===== src/rtl/rv32i_multicycle_ctrl.sv =====
// Multi-cycle RV32I control FSM: fetch/decode/execute/memory/writeback sequencing.
// Optional illegal-instruction trap state enabled by defining RV32I_ILLEGAL_TRAP_EN.
module rv32i_multicycle_ctrl #(
  parameter logic [31:0] TRAP_VEC = 32'h0000_0100
) (
  input  logic        clk,
  input  logic        rst_n,
  input  logic [31:0] inst,
  input  logic        imem_ack,
  input  logic        dmem_ack,
  input  logic        br_taken,
  output logic        imem_req,
  output logic        dmem_req,
  output logic        dmem_we,
  output logic        ir_we,
  output logic        pc_we,
  output logic [1:0]  pc_sel,
  output logic [2:0]  imm_sel,
  output logic        alu_a_sel,
  output logic        alu_b_sel,
  output logic [1:0]  alu_op,
  output logic        reg_we,
  output logic [1:0]  wb_sel,
  output logic        instret,
  output logic        trap
);

  localparam logic [6:0] OP_LOAD   = 7'b0000011;
  localparam logic [6:0] OP_STORE  = 7'b0100011;
  localparam logic [6:0] OP_OP     = 7'b0110011;
  localparam logic [6:0] OP_OPIMM  = 7'b0010011;
  localparam logic [6:0] OP_LUI    = 7'b0110111;
  localparam logic [6:0] OP_AUIPC  = 7'b0010111;
  localparam logic [6:0] OP_JAL    = 7'b1101111;
  localparam logic [6:0] OP_JALR   = 7'b1100111;
  localparam logic [6:0] OP_BRANCH = 7'b1100011;
  localparam logic [6:0] OP_FENCE  = 7'b0001111;
  localparam logic [6:0] OP_SYSTEM = 7'b1110011;

  // The datapath muxes TRAP_VEC in on pc_sel=3; it must be a legal fetch address.
  generate
    if (TRAP_VEC[1:0] != 2'b00) begin : g_bad_trap_vec
      $error("TRAP_VEC must be word aligned");
    end
  endgenerate

  typedef enum logic [2:0] {
    IDLE   = 3'd0,
    FETCH  = 3'd1,
    DECODE = 3'd2,
    EXEC   = 3'd3,
    MEM    = 3'd4,
    WB     = 3'd5
`ifdef RV32I_ILLEGAL_TRAP_EN
    ,TRAP  = 3'd6
`endif
  } state_t;

  state_t     state, state_nxt;
  logic [6:0] opcode;
  logic [2:0] imm_dec;
  logic       a_dec, b_dec;
  logic [1:0] op_dec;
  logic       unused_inst_bits;

  assign unused_inst_bits = ^inst[31:7];

  always_ff @(posedge clk or negedge rst_n) begin
    if (!rst_n) begin
      state  <= IDLE;
      opcode <= 7'd0;
    end else begin
      state <= state_nxt;
      if (state == FETCH && imem_ack) opcode <= inst[6:0];
    end
  end

  // Opcode-only decodes; reused by every state after DECODE so selects stay stable.
  always_comb begin
    imm_dec = 3'd0;
    a_dec   = 1'b0;
    b_dec   = 1'b0;
    op_dec  = 2'd0;
    case (opcode)
      OP_STORE:           imm_dec = 3'd1;
      OP_BRANCH:          imm_dec = 3'd2;
      OP_LUI, OP_AUIPC:   imm_dec = 3'd3;
      OP_JAL:             imm_dec = 3'd4;
      default:            imm_dec = 3'd0;
    endcase
    case (opcode)
      OP_OP:                       op_dec = 2'd1;
      OP_OPIMM:                    begin b_dec = 1'b1; op_dec = 2'd2; end
      OP_LOAD, OP_STORE, OP_JALR:  b_dec = 1'b1;
      OP_AUIPC:                    begin a_dec = 1'b1; b_dec = 1'b1; end
      OP_BRANCH:                   op_dec = 2'd3;
      default:                     op_dec = 2'd0;
    endcase
  end

  always_comb begin
    state_nxt = state;
    imem_req  = 1'b0;
    dmem_req  = 1'b0;
    dmem_we   = 1'b0;
    ir_we     = 1'b0;
    pc_we     = 1'b0;
    pc_sel    = 2'd0;
    imm_sel   = 3'd0;
    alu_a_sel = 1'b0;
    alu_b_sel = 1'b0;
    alu_op    = 2'd0;
    reg_we    = 1'b0;
    wb_sel    = 2'd0;
    instret   = 1'b0;
    trap      = 1'b0;
    case (state)
      IDLE: state_nxt = FETCH;
      FETCH: begin
        imem_req = 1'b1;
        if (imem_ack) begin
          ir_we     = 1'b1;
          state_nxt = DECODE;
        end
      end
      DECODE: begin
        imm_sel   = imm_dec;
        state_nxt = EXEC;
      end
      EXEC: begin
        imm_sel   = imm_dec;
        alu_a_sel = a_dec;
        alu_b_sel = b_dec;
        alu_op    = op_dec;
        case (opcode)
          OP_OP, OP_OPIMM, OP_AUIPC, OP_LUI, OP_JAL, OP_JALR: state_nxt = WB;
          OP_LOAD, OP_STORE: state_nxt = MEM;
          OP_BRANCH: begin
            pc_we     = 1'b1;
            pc_sel    = {1'b0, br_taken};
            instret   = 1'b1;
            state_nxt = FETCH;
          end
          OP_FENCE, OP_SYSTEM: begin
            pc_we     = 1'b1;
            instret   = 1'b1;
            state_nxt = FETCH;
          end
          default: begin
`ifdef RV32I_ILLEGAL_TRAP_EN
            state_nxt = TRAP;
`else
            pc_we     = 1'b1;
            instret   = 1'b1;
            state_nxt = FETCH;
`endif
          end
        endcase
      end
      MEM: begin
        imm_sel   = imm_dec;
        alu_a_sel = a_dec;
        alu_b_sel = b_dec;
        alu_op    = op_dec;
        dmem_req  = 1'b1;
        dmem_we   = (opcode == OP_STORE);
        if (dmem_ack) begin
          if (opcode == OP_STORE) begin
            pc_we     = 1'b1;
            instret   = 1'b1;
            state_nxt = FETCH;
          end else begin
            state_nxt = WB;
          end
        end
      end
      WB: begin
        imm_sel   = imm_dec;
        alu_a_sel = a_dec;
        alu_b_sel = b_dec;
        alu_op    = op_dec;
        reg_we    = 1'b1;
        pc_we     = 1'b1;
        instret   = 1'b1;
        case (opcode)
          OP_LOAD:          wb_sel = 2'd1;
          OP_JAL, OP_JALR:  wb_sel = 2'd2;
          OP_LUI:           wb_sel = 2'd3;
          default:          wb_sel = 2'd0;
        endcase
        case (opcode)
          OP_JAL:   pc_sel = 2'd1;
          OP_JALR:  pc_sel = 2'd2;
          default:  pc_sel = 2'd0;
        endcase
        state_nxt = FETCH;
      end
`ifdef RV32I_ILLEGAL_TRAP_EN
      TRAP: begin
        imm_sel   = imm_dec;
        trap      = 1'b1;
        pc_we     = 1'b1;
        pc_sel    = 2'd3;
        state_nxt = FETCH;
      end
`endif
      default: state_nxt = IDLE;
    endcase
  end

endmodule


===== config.mk =====
export PLATFORM = sky130hd
export DESIGN_NAME = rv32i_multicycle_ctrl
export DESIGN_NICKNAME = d
export VERILOG_FILES = /design/src/rtl/rv32i_multicycle_ctrl.sv
export SDC_FILE = /design/constraint.sdc
export NUM_CORES = 1
export LEC_CHECK = 0
export ABC_AREA = 1
export CORE_MARGIN = 3
export CORE_UTILIZATION = 32
export CTS_CLUSTER_DIAMETER = 200
export DETAILED_ROUTE_END_ITERATION = 6
export GPL_ROUTABILITY_DRIVEN = 0
export PLACE_DENSITY_LB_ADDON = 0.1
export SLEW_MARGIN = 20
export SYNTH_ARGS = -nofsm -noshare
export SYNTH_HDL_FRONTEND = slang
export SYNTH_SLANG_ARGS = --single-unit

===== constraint.sdc =====
create_clock -name clk -period 1.6 [get_ports clk]
set_clock_uncertainty 0.05 [all_clocks]
set_input_delay 0.32 -clock clk [delete_from_list [all_inputs] [get_ports clk]]
set_output_delay 0.32 -clock clk [all_outputs]
set_load 0.02 [all_outputs]

==> summary.md, run 1 <==
| Metric | Value |
|---|---|
| Yosys warnings | 0 |
| Final worst path period share | 122% |
| Via count | 1023 |
| Total grt overflow | 0 |
| Largest net degree at the start of global routing | 13 |
| Data required, critical path | 1.23 ns |
| Final std cells w/o fill | 219 |
| HP Class | input port to asynchronous set/reset pin |
| Crit Path Max Fanout | 5 |
| IO Pins | 56 |
| Status | complete, but fails checks |
| Clk slew on worst S/H paths | about 0.060 ns |
| Area growth from synthesis to layout | 93.3% |
| Total Routing Usage GR | 14.3% |
| Synthesized cell area | around 840 µm² |
| Antenna diodes | 0 |
| CTS Buf Count | 3 |
| Yosys top cell area share | about 30% |
| Final WL | 2.35 mm |
| Worst reg-to-reg path cell count | 8 |
| Number of flops mapped to enable cells by yosys | 0 |
| Asr flop ratio synth | 100% |
| Die Wd | about 57 µm |
| Failing checks | negative setup slack |
| Main synth FF type | dfrtp_1 |
| Synthesized net count | 161 |
| CTS tree | yes |
| Synth cell count leaders | nand2_1, inv_2, dfrtp_1, nand3_1, nor2_1 |
| Mapped Cells | 122 |
| Synth cell types | 25 |
| Die height | 57.3 µm |
| Post-synthesis simple-gate area fraction | 44.4% |
| Worst r2r src | state[1]$_DFFE_PN0P_ |
| First-pass GRT wire length | ~3.8 mm |
| IO Port Bufs | 29 |
| Initial antenna violation count | 0 |
| Mux contribution to synthesized area | 0% |
| Length of routed wiring on met1 | 1.04 mm |
| Max Cap Viol | 0 |
| Synth Area in Compound Gates | between 10 and 15% |
| Worst setup margin | -0.345 ns |
| Routed wl met3 | approximately 140 µm |
| CP Class | flip-flop to output port |
| CTS Buffer Depth | 2 |
| Vias in the first global route | 926 |
| CTS root buffer | clkbuf_4 |
| Combinational family with the most area after synthesis | simple AND/OR/NAND/NOR gates |
| Max layer used | met4 |
| Synth Area in XOR/XNOR | 0% |
| Fin. Hold Viols | 0 |
| Syn Area/Cell | 6.91 µm² |
| Via/cell ratio | between 4 and 5 |
| Worst-skew pair later-pin latency | roughly 0.26 ns |
| P per Cell Area | 1420 nW/µm² |
| F_max | 0.514 GHz |
| P_leak | 0.820 nW |
| CTS H-tree depth | 1 |
| Sink Count | 10 |
| Fin nets | 231 |
| Antenna viol nets, final | 0 |
| Starting Density | 35.7% |
| Per-cell routed wire length | 10.7 µm |
| Drt pass-1 iters | 4 |
| Seq cells post-synth | 10 |
| Final Max Tran Viols | 0 |
| Setup violators final | 15 |
| Most numerous cell in the Yosys netlist | nand2_1 |
| Layout cell share with drive strength beyond 1 | 62.8% |
| RSZ-0062 raised after global routing | yes |
| Peak VDD IR | between 0.9 and 1 mV |
| Dpl hpwl | between 1.5 and 2 mm |
| Site row count | 17 |
| CP endpoint kind | output port |
| CP arrival | ~1.6 ns |
| Initial DRC Count | 32 |
| Core box area | 2360 µm² |
| Post-synthesis sequential area ratio | 29.7% |
| Leading area contributor after synthesis | dfrtp_1 |
| Startpoint Class | flip-flop |
| Placed cell count | between 200 and 250 |
| Synth top area cells | dfrtp_1, nand2_1, nand3_1 |
| # DRC | 0 |
| Met2 wire len | between 1 and 1.5 mm |
| CP startpoint | opcode[3]$_DFFE_PN0P_ |
| Die area | 3290 µm² |
| Total power draw | 2.31 mW |
| Tmin final | ~1.9 ns |
| Synth Area in Adders | 2.97% |
[metal layers]
metal,GRT usage (%),vias up
li1,-,527
met1,17.8,459
met2,24.8,31
met3,1.58,6
met4,5.96,0
met5,0,-
[state kept, by name, summed over array words and instances (netlist names)]
name    cells
opcode      7
state       3
[final cells by class]
class	instances	area (µm²)
Clock buffer	4	36.3
Fill cell	193	731
Inverter	21	86.3
Multi-Input combinational cell	88	617
Sequential cell	10	256
Tap cell	28	35.0
Timing Repair Buffer	68	599
[critical path, stage by stage (launching register included)]
cell and delay, ns:
dfrtp_1 0.42, inv_2 0.08, nand2_2 0.06, nor2_4 0.16
nand2_2 0.08, nand2_1 0.06, inv_1 0.04, nand3_2 0.06
nor2_2 0.03, nor2_1 0.11, nor2_2 0.07, buf_6 0.14
[metrics by stage]
stage	setup WS, ns	setup TNS [ns]	hold WS (ns)	util (%)	instance area [µm²]
3_5_place_dp	-0.535	-7.10	0.410	57.2	1350
6_report	-0.345	-3.82	0.317	69.1	1630
4_1_cts	-0.349	-3.67	0.328	61.8	1460
5_1_grt	-0.478	-5.60	0.351	69.1	1630
2_1_floorplan	-0.196	-0.408	-0.0256	-	857
3_3_place_gp	-0.497	-6.88	0.409	57.2	1350
[report_power, final]
part	switching, mW	total [mW]	leakage (nW)	internal, mW
registers	0.155	0.535	0.118	0.380
clock network	0.0840	0.222	0.0210	0.138
logic	0.781	1.56	0.681	0.776
[logic make-up (layout without fill, tap and decap cells)]
group	count (synthesis)	after routing
compound gates	14	14
fa+ha+maj	2	2
buf+inv	24	93
flops	10	10
other cells	1	1
simple gates	71	71
[worst paths after layout]
kind | end | slack, ns
setup / recovery | instret | -0.35
hold / removal | opcode[5]$_DFFE_PN0P_ | 0.32
setup reg to reg | state[0]$_DFFE_PN0P_ | 0.17
hold reg to reg | opcode[1]$_DFFE_PN0P_ | 0.46
max in group asynchronous | opcode[2]$_DFFE_PN0P_ | 0.86
min in group clk | opcode[1]$_DFFE_PN0P_ | 0.46
[repair_timing]
item | CTS | global route
setup buffers | 4 | 12
hold buffers | 0 | 0
pin swaps | 11 | 13
resized for setup | 116 | 31
endpoints found under the setup margin | 18 | 18
endpoints found under the hold margin | 0 | 0
[placed cells by master, fill, tap and decap left out]
master	instances
o21ai_2	1
buf_4	39
nor4_1	1
ha_1	1
nor3_4	3
clkbuf_8	1
buf_6	17
dfrtp_1	5
nor2_2	6
a21oi_2	4
ha_4	1
nand3_4	1
a41oi_2	1
nand3_1	8
nor2_1	2
a211oi_2	1
clkdlybuf4s50_1	11
buf_2	1
inv_2	13
nand2_4	4
dfrtp_2	5
nand4_1	2
nor2_4	8
nand2_1	28
o21ai_1	2
nand3_2	2
nand2_2	6
clkbuf_4	3
inv_4	3
inv_1	5
o21ai_0	5
conb_1	1
No activity file was read; power rests on OpenSTA's default activity.
==> inputs of run 2 (changes only) <==
- PLACE_DENSITY: not set -> 0.76
- PLACE_DENSITY_LB_ADDON: 0.1 -> not set
==> summary.md, run 2 (synthesized netlist as in run 1, its figures left out) <==
| Metric | Value |
|---|---|
| WP depth | 10 |
| Crit Path Max Fanout | 5 |
| Multi-input logic area | 618 µm² |
| Peak VDD IR | 1.21 mV |
| Max Cap Viol | 0 |
| Data required, critical path | 1.23 ns |
| Worst Path Buf+Inv | 3 |
| CP Class | flip-flop to output port |
| Worst reg-to-reg path cell count | 9 |
| Layout cell share with drive strength beyond 1 | 62.8% |
| Clk slew on worst S/H paths | about 0.06 ns |
| Antenna diodes | 0 |
| Largest net degree at the start of global routing | 13 |
| Total grt overflow | 0 |
| Worst path slowest cell | dfrtp_1 |
| CTS root buffer | clkbuf_4 |
| Post-route setup TNS | -4.64 ns |
| P_leak | about 0.79 nW |
| First-pass GRT wire length | 4.15 mm |
| Worst-skew pair later-pin latency | 0.26 ns |
| Final WL | 2.99 mm |
| Status | complete, but fails checks |
| Vias in the first global route | 963 |
| Total power draw | 2.40 mW |
| Final Max Tran Viols | 0 |
| RSZ-0062 raised after global routing | yes |
| Tmin final | 2.04 ns |
| Die height | between 50 and 60 µm |
| Setup violators final | 18 |
| Failing checks | negative setup slack |
| Top reg by flops | opcode |
| Placed cell count | 200 |
| # DRC | 0 |
| Cell family with most CP delay | simple AND/OR/NAND/NOR gates |
| Antenna viol nets, final | 0 |
| Max reg flops | 7 |
| Via/cell ratio | around 4.8 |
| CP peak stage delay | 0.40 ns |
| CTS H-tree depth | 1 |
| CTS Hold Bufs | 0 |
| CTS tree | yes |
| Most used cell, CP | nor2_2 |
| CP endpoint kind | output port |
| Fin nets | 231 |
| Die Wd | 57.3 µm |
| CTS Buffer Depth | 2 |
| Startpoint Class | flip-flop |
| Util after Layout | just under 70% |
| Total Routing Usage GR | 15.9% |
| Fin. Hold Viols | 0 |
| Initial antenna violation count | 0 |
| Worst path cell trace | buf_4 > nor2_4 > nand3_2 > nand2_1 > inv_1 > nand3_2 > nor2_2 > nor2_2 > nor2_2 > buf_6 |
| Worst setup margin | -0.437 ns |
| Initial DRC Count | 32 |
| Dpl hpwl | 1.95 mm |
| IO Pins | 56 |
| Core box area | between 2000 and 2500 µm² |
| Area growth from synthesis to layout | 94.4% |
| Most frequent cells in the layout | buf_4, nand2_1, buf_6 |
| Final std cells w/o fill | 219 |
| Per-cell routed wire length | roughly 14 µm |
| # fillers | roughly 180 |
| P per Cell Area | between 1000 and 1500 nW/µm² |
| CTS Buf Count | 3 |
| Starting Density | 35.7% |
| Die area | 3290 µm² |
| CP arrival | 1.67 ns |
| Top Registers | opcode (7), state (3) |
| IO Port Bufs | 29 |
| Seq. cell area | 254 µm² |
| Site row count | 17 |
| HP Class | input port to asynchronous set/reset pin |
| Via count | 1047 |
| Final worst path period share | 127% |
| Drt pass-1 iters | 4 |
| F_max | just under 0.5 GHz |
| Commonest non-fill, non-tap cell in the layout | buf_4 |
| Sink Count | 10 |
[run 2: cell counts in the layout (fill, tap and decap cells not counted)]
Identical to the previous run, type by type.
[run 2: through the flow]
stage | hold WS [ns] | instance area (µm²) | worst slack, ns
finish | 0.310 | 1640 | -0.437
global route | 0.319 | 1640 | -0.557
CTS | 0.318 | 1480 | -0.344
detailed placement | 0.413 | 1340 | -0.530
global placement | 0.406 | 1340 | -0.493
floorplan | -0.0256 | 857 | -0.196
[run 2: worst paths after layout]
path / slack (ns) / from / to
min in group clk: 0.45 / opcode[1]$_DFFE_PN0P_ / opcode[1]$_DFFE_PN0P_
min reg2reg: 0.45 / opcode[1]$_DFFE_PN0P_ / opcode[1]$_DFFE_PN0P_
min: 0.31 / rst_n / opcode[1]$_DFFE_PN0P_
max in group asynchronous: 0.87 / rst_n / state[1]$_DFFE_PN0P_
max reg2reg: 0.12 / state[1]$_DFFE_PN0P_ / opcode[0]$_DFFE_PN0P_
max: -0.44 / opcode[6]$_DFFE_PN0P_ / instret
[run 2: per-layer routing]
layer	share of wire (%)	routed length, µm	global-route usage (%)	up-vias
met5	0	0	0	-
met4	2.8	84	5.96	0
met3	4.1	122	1.36	7
met2	53	1600	29.0	32
met1	40	1180	19.1	487
li1	-	-	-	521
[run 2: worst reg2reg max path, delay by kind of cell (launching register included)]
family,cells,cell delay [ns]
AND/OR/NAND/NOR,4,0.28
flip-flops,1,0.47
buffers and inverters,5,0.58
[run 2: where the power goes]
| group | internal [mW] | leakage, nW | switching, mW |
|---|---|---|---|
| combinational | 0.804 | 0.653 | 0.861 |
| clock | 0.138 | 0.0210 | 0.0851 |
| sequential | 0.375 | 0.120 | 0.141 |
| total | 1.32 | 0.794 | 1.09 |
[run 2: final cells by class]
type | instances | share of cell area (%)
well taps | 28 | 2.14
clock buffers | 4 | 2.21
repair buffers | 68 | 37.2
multi-input cells | 88 | 37.7
flip-flops and latches | 10 | 15.5
inverters | 21 | 5.27
[run 2: what timing repair did]
item,CTS,global route
resized for setup,115,33
endpoints found under the setup margin,18,18
pin swaps,9,16
setup buffers,8,9
